===== config.mk =====
export PLATFORM = sky130hd
export DESIGN_NAME = keypad_digit_capture
export DESIGN_NICKNAME = d
export VERILOG_FILES = /design/src/rtl/keypad_digit_capture_pkg.sv /design/src/rtl/sevenseg_decoder.sv /design/src/rtl/keypad_digit_capture.sv
export SDC_FILE = /design/constraint.sdc
export NUM_CORES = 1
export LEC_CHECK = 0
export ABC_AREA = 1
export CORE_ASPECT_RATIO = 0.5
export CORE_UTILIZATION = 45
export CTS_CLUSTER_DIAMETER = 150
export DETAILED_ROUTE_END_ITERATION = 6
export PLACE_DENSITY = 0.78
export SLEW_MARGIN = 40
export SYNTH_ARGS = -nofsm -noshare
export SYNTH_HDL_FRONTEND = slang
export SYNTH_HIERARCHICAL = 1
export SYNTH_SLANG_ARGS = --single-unit
export TNS_END_PERCENT = 30

===== constraint.sdc =====
create_clock -name clk -period 1.8 [get_ports clk]
set_input_delay 0.18 -clock clk [delete_from_list [all_inputs] [get_ports clk]]
set_output_delay 0.18 -clock clk [all_outputs]
set_load 0.02 [all_outputs]

===== src/rtl/keypad_digit_capture_pkg.sv =====
// Shared types and tables for the keypad digit capture block.
package keypad_digit_capture_pkg;

  // Key debounce FSM states
  typedef enum logic [1:0] {
    IDLE       = 2'd0,
    PRESS_DB   = 2'd1,
    HELD       = 2'd2,
    RELEASE_DB = 2'd3
  } kp_state_e;

  // Active-low {g,f,e,d,c,b,a} patterns for hex digits 0-F
  localparam logic [6:0] SEG_TABLE [16] = '{
    7'b1000000, // 0
    7'b1111001, // 1
    7'b0100100, // 2
    7'b0110000, // 3
    7'b0011001, // 4
    7'b0010010, // 5
    7'b0000010, // 6
    7'b1111000, // 7
    7'b0000000, // 8
    7'b0010000, // 9
    7'b0001000, // A
    7'b0000011, // b
    7'b1000110, // C
    7'b0100001, // d
    7'b0000110, // E
    7'b0001110  // F
  };

endpackage


===== src/rtl/sevenseg_decoder.sv =====
// Hex nibble to active-low seven-segment pattern.
module sevenseg_decoder
  import keypad_digit_capture_pkg::*;
(
  input  logic [3:0] hex,
  output logic [6:0] seg
);

  // Pure table lookup; no state
  always_comb begin
    seg = SEG_TABLE[hex];
  end

endmodule


===== src/rtl/keypad_digit_capture.sv =====
// Debounces keypad scanner events, keeps the last two accepted keys and
// multiplexes them onto a two-digit seven-segment display.
module keypad_digit_capture
  import keypad_digit_capture_pkg::*;
#(
  parameter int DEBOUNCE_CYCLES = 50000,
  parameter int MUX_BITS        = 16
) (
  input  logic       clk,
  input  logic       reset,
  input  logic [3:0] hex,
  input  logic       hexen,
  input  logic       colen,
  output logic [3:0] digit_new,
  output logic [3:0] digit_old,
  output logic       key_valid,
  output logic [6:0] seg,
  output logic [1:0] an
);

  localparam int CNT_W = (DEBOUNCE_CYCLES > 1) ? $clog2(DEBOUNCE_CYCLES) : 1;
  localparam logic [CNT_W-1:0] CNT_LAST = CNT_W'(DEBOUNCE_CYCLES - 1);

  kp_state_e            state;
  logic [CNT_W-1:0]     cnt;
  logic [3:0]           candidate;
  // First PRESS_DB cycle is a grace cycle: the scanner may still be driving
  // its columns on the cycle it reports the key, so colen is not judged yet.
  logic                 armed;
  logic [MUX_BITS-1:0]  refresh;
  logic                 sel;
  logic [3:0]           shown;

  // Debounce FSM with registered digit shift and one-cycle accept pulse
  always_ff @(posedge clk) begin
    if (!reset) begin
      state     <= IDLE;
      cnt       <= '0;
      candidate <= '0;
      armed     <= 1'b0;
      digit_new <= '0;
      digit_old <= '0;
      key_valid <= 1'b0;
    end else begin
      key_valid <= 1'b0;
      case (state)
        IDLE: begin
          if (hexen) begin
            candidate <= hex;
            cnt       <= '0;
            armed     <= 1'b0;
            state     <= PRESS_DB;
          end
        end
        PRESS_DB: begin
          if (!armed) begin
            armed <= 1'b1;
          end else if (colen) begin
            state <= IDLE;
          end else if (cnt == CNT_LAST) begin
            digit_old <= digit_new;
            digit_new <= candidate;
            key_valid <= 1'b1;
            state     <= HELD;
          end else begin
            cnt <= cnt + 1'b1;
          end
        end
        HELD: begin
          if (colen) begin
            cnt   <= '0;
            state <= RELEASE_DB;
          end
        end
        RELEASE_DB: begin
          if (!colen) begin
            cnt   <= '0;
            state <= HELD;
          end else if (cnt == CNT_LAST) begin
            state <= IDLE;
          end else begin
            cnt <= cnt + 1'b1;
          end
        end
        default: state <= IDLE;
      endcase
    end
  end

  // Free-running display refresh counter; MSB picks the digit
  always_ff @(posedge clk) begin
    if (!reset) refresh <= '0;
    else        refresh <= refresh + 1'b1;
  end

  // Digit select and active-low anode drive
  always_comb begin
    sel   = refresh[MUX_BITS-1];
    an    = sel ? 2'b01 : 2'b10;
    shown = sel ? digit_old : digit_new;
  end

  sevenseg_decoder u_dec (
    .hex (shown),
    .seg (seg)
  );

endmodule


==> flow_metrics.env <==
export IMPL_combinational_cell_fraction_of_total_power_pct=7.7
export IMPL_routed_wire_length_per_instance_microns=12.0
export IMPL_worst_r2r_path_depth=9
export IMPL_pwr_share_clk_pct=42.8
export IMPL_number_of_flip_flops_and_latches_in_the_synthesized_netlist=48
export IMPL_count_of_unresolved_drc_violations_after_routing=0
export IMPL_maxCapViolations=0
export IMPL_synth_area_per_cell_sq_um=6.81
export IMPL_instances_no_fill=521
export IMPL_dpl_hpwl_microns=4250
export IMPL_cts_sinks=48
export IMPL_hold_end="refresh[14]$_SDFF_PN0_"
export IMPL_finalInstanceArea_sq_mm=0.00349
export IMPL_groute_usage_overall_pct=19.5
export IMPL_peakVddDrop_mv=0.423
export IMPL_postSynth_topFlopCell="sky130_fd_sc_hd__dfxtp_1"
export IMPL_synth_enable_flop_cells=0
export IMPL_tightest_slew_ns=0.415
export IMPL_timing_critical_path_arrival_ns=1.59
export IMPL_power_report_internal_total_mw=1.70
export IMPL_route_final_wire_length_microns=6250
export IMPL_min_path_cells=2
export IMPL_worst_setup_path_end_kind="primary output"
export IMPL_rsz0062_at_grt="yes"
export IMPL_width_of_the_chip_microns=111
export IMPL_setup_tns_ns=0
export IMPL_timing_final_setup_violations=0
export IMPL_post_dp_cell_area_sq_mm=0.00313
export IMPL_worst_setup_hold_path_clk_slew_ns=0.06
export IMPL_cp_required_ns=1.62
export IMPL_worst_path_max_fanout=6
export IMPL_finalWeightedCongestion=0.854
export IMPL_maxSlewHeadroom_pct=72.3
export IMPL_worstSetupStartpoint="refresh[15]$_SDFF_PN0_"
export IMPL_dieArea_sq_mm=0.00626
export IMPL_pin_count=26
export IMPL_ctsLongestPathBuffers=2
export IMPL_flow_area_growth_from_synthesis_pct=30.7
export IMPL_std_cell_rows=19
export IMPL_numPortBuffers=25
export IMPL_synth_nets=409
export IMPL_final_fill_count=495
export IMPL_async_reset_ff_share_pct=0
export IMPL_detail_route_iter0_violations=105
export IMPL_timing_final_hold_violations=0
export IMPL_insertedDiodeCount=0
export IMPL_critPathKind="flop to primary output"
export IMPL_fmax_achieved_ghz=0.563
export IMPL_finalMaxSlewViolations=0
export IMPL_first_pass_grt_wire_length_microns=10000
export IMPL_clock_root_buffer="sky130_fd_sc_hd__clkbuf_16"
export IMPL_period_minus_slack_ns=1.77
export IMPL_switching_power_uw=522
export IMPL_power_density_cell_area_mw_per_mm2=637
export IMPL_clock_skew_ns=0.00734
export IMPL_tritoncts="done"
export IMPL_vias=2623
export IMPL_cts_buffers=5
export IMPL_drt_first_pass_iters=4
export IMPL_r2r_end="digit_old[1]$_SDFFE_PN0P_"
export IMPL_synth_top_cell_area_share_pct=36.0
export IMPL_cell_type_with_the_largest_total_area_after_synthesis="sky130_fd_sc_hd__dfxtp_1"
export IMPL_floorplan_initialDensity_pct=47.8
export IMPL_ff2ff_setup_slack_ns=0.07
export IMPL_synth_top_cells_by_area="sky130_fd_sc_hd__dfxtp_1 36%, sky130_fd_sc_hd__nand2_1 11%, sky130_fd_sc_hd__nor2_1 8.9%, sky130_fd_sc_hd__inv_1 7.2%, sky130_fd_sc_hd__o21ai_0 5.4%"
export IMPL_critical_path_reg2reg_startpoint="cnt[0]$_SDFFE_PN0P_"
export IMPL_synthesis_area_sq_mm=0.00267
export IMPL_run_status="completed"
export IMPL_clk_latency_ns=0.29
export IMPL_synth_seq_area_share_pct=36.0
export IMPL_post_route_cells_drive_above_1_share_pct=23.0
export IMPL_antenna_violating_nets_post_route=0
export IMPL_p_seq_share_pct=49.6
export IMPL_synthDistinctLibCells=35
export IMPL_worstHoldStart="refresh[14]$_SDFF_PN0_"
export IMPL_syn_inst=392
export IMPL_period_share_pct=98.6
export IMPL_design_core_area_sq_mm=0.00559
export IMPL_number_of_global_route_vias_before_repair=2341
export IMPL_initial_antenna_violation_count=0
export IMPL_grt_overflow_total=0
export IMPL_grt_max_degree=17
export IMPL_p_sw_share_pct=23.5
export IMPL_synth_warnings=6
export IMPL_floorplan_die_height_microns=56.5
export IMPL_worst_hold_path_type="flop to flop"
export IMPL_finalCoreUtilization_pct=62.4
export IMPL_placed_cells_incl_taps=504
export IMPL_startpoint_type="flop"
export IMPL_layout_nets=464
export IMPL_post_drt_via_cell_ratio=5.03
export IMPL_final_hold_worst_slack_ns=0.445
export IMPL_clock_tree_htree_level_count=2
export IMPL_power_leakage_nw=1.50
-- worst max-delay path, cell delays in order (launching register included) --
cell and delay (ns):
sky130_fd_sc_hd__dfxtp_4 0.42, sky130_fd_sc_hd__nand2_2 0.09, sky130_fd_sc_hd__o21ai_4 0.10, sky130_fd_sc_hd__buf_4 0.16, sky130_fd_sc_hd__ha_2 0.17, sky130_fd_sc_hd__nand2_2 0.05, sky130_fd_sc_hd__o21ai_0 0.13, sky130_fd_sc_hd__buf_2 0.18
-- power by group through the flow --
stage	sequential [mW]	clock, mW	combinational [mW]
after floorplan	1.12	0	0.124
after global placement	1.12	0	0.167
after detailed placement	1.13	0	0.169
after CTS	1.10	0.964	0.170
after global routing	1.10	1.01	0.192
final	1.10	0.951	0.171
-- worst max-delay path by stage --
stage                                     end  slack [ns]  cells after the start
detailed placement                     seg[3]       -0.25                      8
global placement                       seg[3]       -0.21                      8
CTS                                    seg[0]      -0.008                      9
finish                                 seg[2]        0.03                      7
floorplan                              seg[2]        0.03                      6
global route        digit_old[1]$_SDFFE_PN0P_       -0.10                      9
-- cell families after synthesis --
kind of cell,Yosys count,share of synthesized area (%)
AOI/OAI and AO/OA,65,13.3
buffers and inverters,64,9.89
xor gates and xnor gates,2,0.656
adders and majority gates,9,4.22
and+or+nand+nor,204,35.9
DFF,48,36.0
-- through the flow --
stage	setup slack, ns	power (mW)
6_report	0.0250	2.22
5_1_grt	-0.101	2.30
4_1_cts	-0.00768	2.23
3_5_place_dp	-0.251	1.29
3_3_place_gp	-0.214	1.29
2_1_floorplan	0.0285	1.25
-- placed cells by master (no fill, tap or decap), types with 2 or more instances in the layout --
master | Yosys | layout
sky130_fd_sc_hd__nor2_1 | 63 | 63
sky130_fd_sc_hd__nand4_2 | 2 | 2
sky130_fd_sc_hd__nand2_1 | 81 | 75
sky130_fd_sc_hd__ha_2 | 0 | 2
sky130_fd_sc_hd__nor3_1 | 5 | 5
sky130_fd_sc_hd__nand3_1 | 25 | 24
sky130_fd_sc_hd__a21oi_1 | 25 | 25
sky130_fd_sc_hd__nand4_1 | 6 | 6
sky130_fd_sc_hd__buf_4 | 2 | 29
sky130_fd_sc_hd__o21a_1 | 3 | 3
sky130_fd_sc_hd__clkbuf_16 | 0 | 5
sky130_fd_sc_hd__nor3_4 | 2 | 2
sky130_fd_sc_hd__dfxtp_1 | 48 | 43
sky130_fd_sc_hd__nand3b_1 | 2 | 2
sky130_fd_sc_hd__clkinvlp_4 | 0 | 2
sky130_fd_sc_hd__buf_6 | 2 | 8
sky130_fd_sc_hd__ha_4 | 0 | 4
sky130_fd_sc_hd__dfxtp_2 | 0 | 4
sky130_fd_sc_hd__xor2_1 | 2 | 2
sky130_fd_sc_hd__o21ai_0 | 29 | 23
sky130_fd_sc_hd__o21ai_2 | 3 | 4
sky130_fd_sc_hd__o21ai_1 | 1 | 3
sky130_fd_sc_hd__o21bai_1 | 2 | 2
sky130_fd_sc_hd__inv_2 | 4 | 10
sky130_fd_sc_hd__o21ai_4 | 0 | 3
sky130_fd_sc_hd__nand2_2 | 4 | 9
sky130_fd_sc_hd__nand2_4 | 3 | 4
sky130_fd_sc_hd__inv_1 | 51 | 44
sky130_fd_sc_hd__clkdlybuf4s50_1 | 0 | 18
sky130_fd_sc_hd__buf_2 | 1 | 2
sky130_fd_sc_hd__or2_2 | 2 | 2
sky130_fd_sc_hd__nor2_4 | 3 | 4
sky130_fd_sc_hd__ha_1 | 9 | 3
-- synthesized netlist by cell type, types with 2 or more instances --
| cell type | number |
|---|---|
| sky130_fd_sc_hd__nand2_1 | 81 |
| sky130_fd_sc_hd__nor2_1 | 63 |
| sky130_fd_sc_hd__inv_1 | 51 |
| sky130_fd_sc_hd__dfxtp_1 | 48 |
| sky130_fd_sc_hd__o21ai_0 | 29 |
| sky130_fd_sc_hd__a21oi_1 | 25 |
| sky130_fd_sc_hd__nand3_1 | 25 |
| sky130_fd_sc_hd__ha_1 | 9 |
| sky130_fd_sc_hd__nand4_1 | 6 |
| sky130_fd_sc_hd__nor3_1 | 5 |
| sky130_fd_sc_hd__inv_2 | 4 |
| sky130_fd_sc_hd__nand2_2 | 4 |
| sky130_fd_sc_hd__clkbuf_1 | 3 |
| sky130_fd_sc_hd__nand2_4 | 3 |
| sky130_fd_sc_hd__nor2_4 | 3 |
| sky130_fd_sc_hd__o21a_1 | 3 |
| sky130_fd_sc_hd__o21ai_2 | 3 |
| sky130_fd_sc_hd__buf_4 | 2 |
| sky130_fd_sc_hd__buf_6 | 2 |
| sky130_fd_sc_hd__nand3b_1 | 2 |
| sky130_fd_sc_hd__nand4_2 | 2 |
| sky130_fd_sc_hd__nor2_2 | 2 |
| sky130_fd_sc_hd__nor3_4 | 2 |
| sky130_fd_sc_hd__o21bai_1 | 2 |
| sky130_fd_sc_hd__or2_2 | 2 |
| sky130_fd_sc_hd__xor2_1 | 2 |
-- flip-flops by register name, summed over array words and instances (netlist names), named ones only --
name / flops
armed: 1
candidate: 4
cnt: 16
digit_new: 4
digit_old: 4
key_valid: 1
refresh: 16
state: 1
-- cell type report --
class                           instances  area, sq um  area share (%)
Timing Repair Buffer                   57          498            14.3
Sequential cell                        48          970            27.8
Clock inverter                          2         15.0           0.430
Inverter                               55          209            5.99
Tap cell                               73         91.3            2.62
Multi-Input combinational cell        280         1570            44.9
Clock buffer                            6          139            3.98
-- timing repair --
item	in CTS	in global routing
hold buffers	0	0
pin swaps	0	10
endpoints found under the setup margin	7	15
endpoints found under the hold margin	0	0
resized for setup	40	45
buffers inserted	0	9
-- routing by layer --
layer | part of all wire [%] | GRT usage, %
met5 | 0 | 0
met4 | 0.93 | 3.81
met3 | 2.9 | 3.78
met2 | 49 | 35.6
met1 | 47 | 24.3
Power figures use the tool's default switching activity.
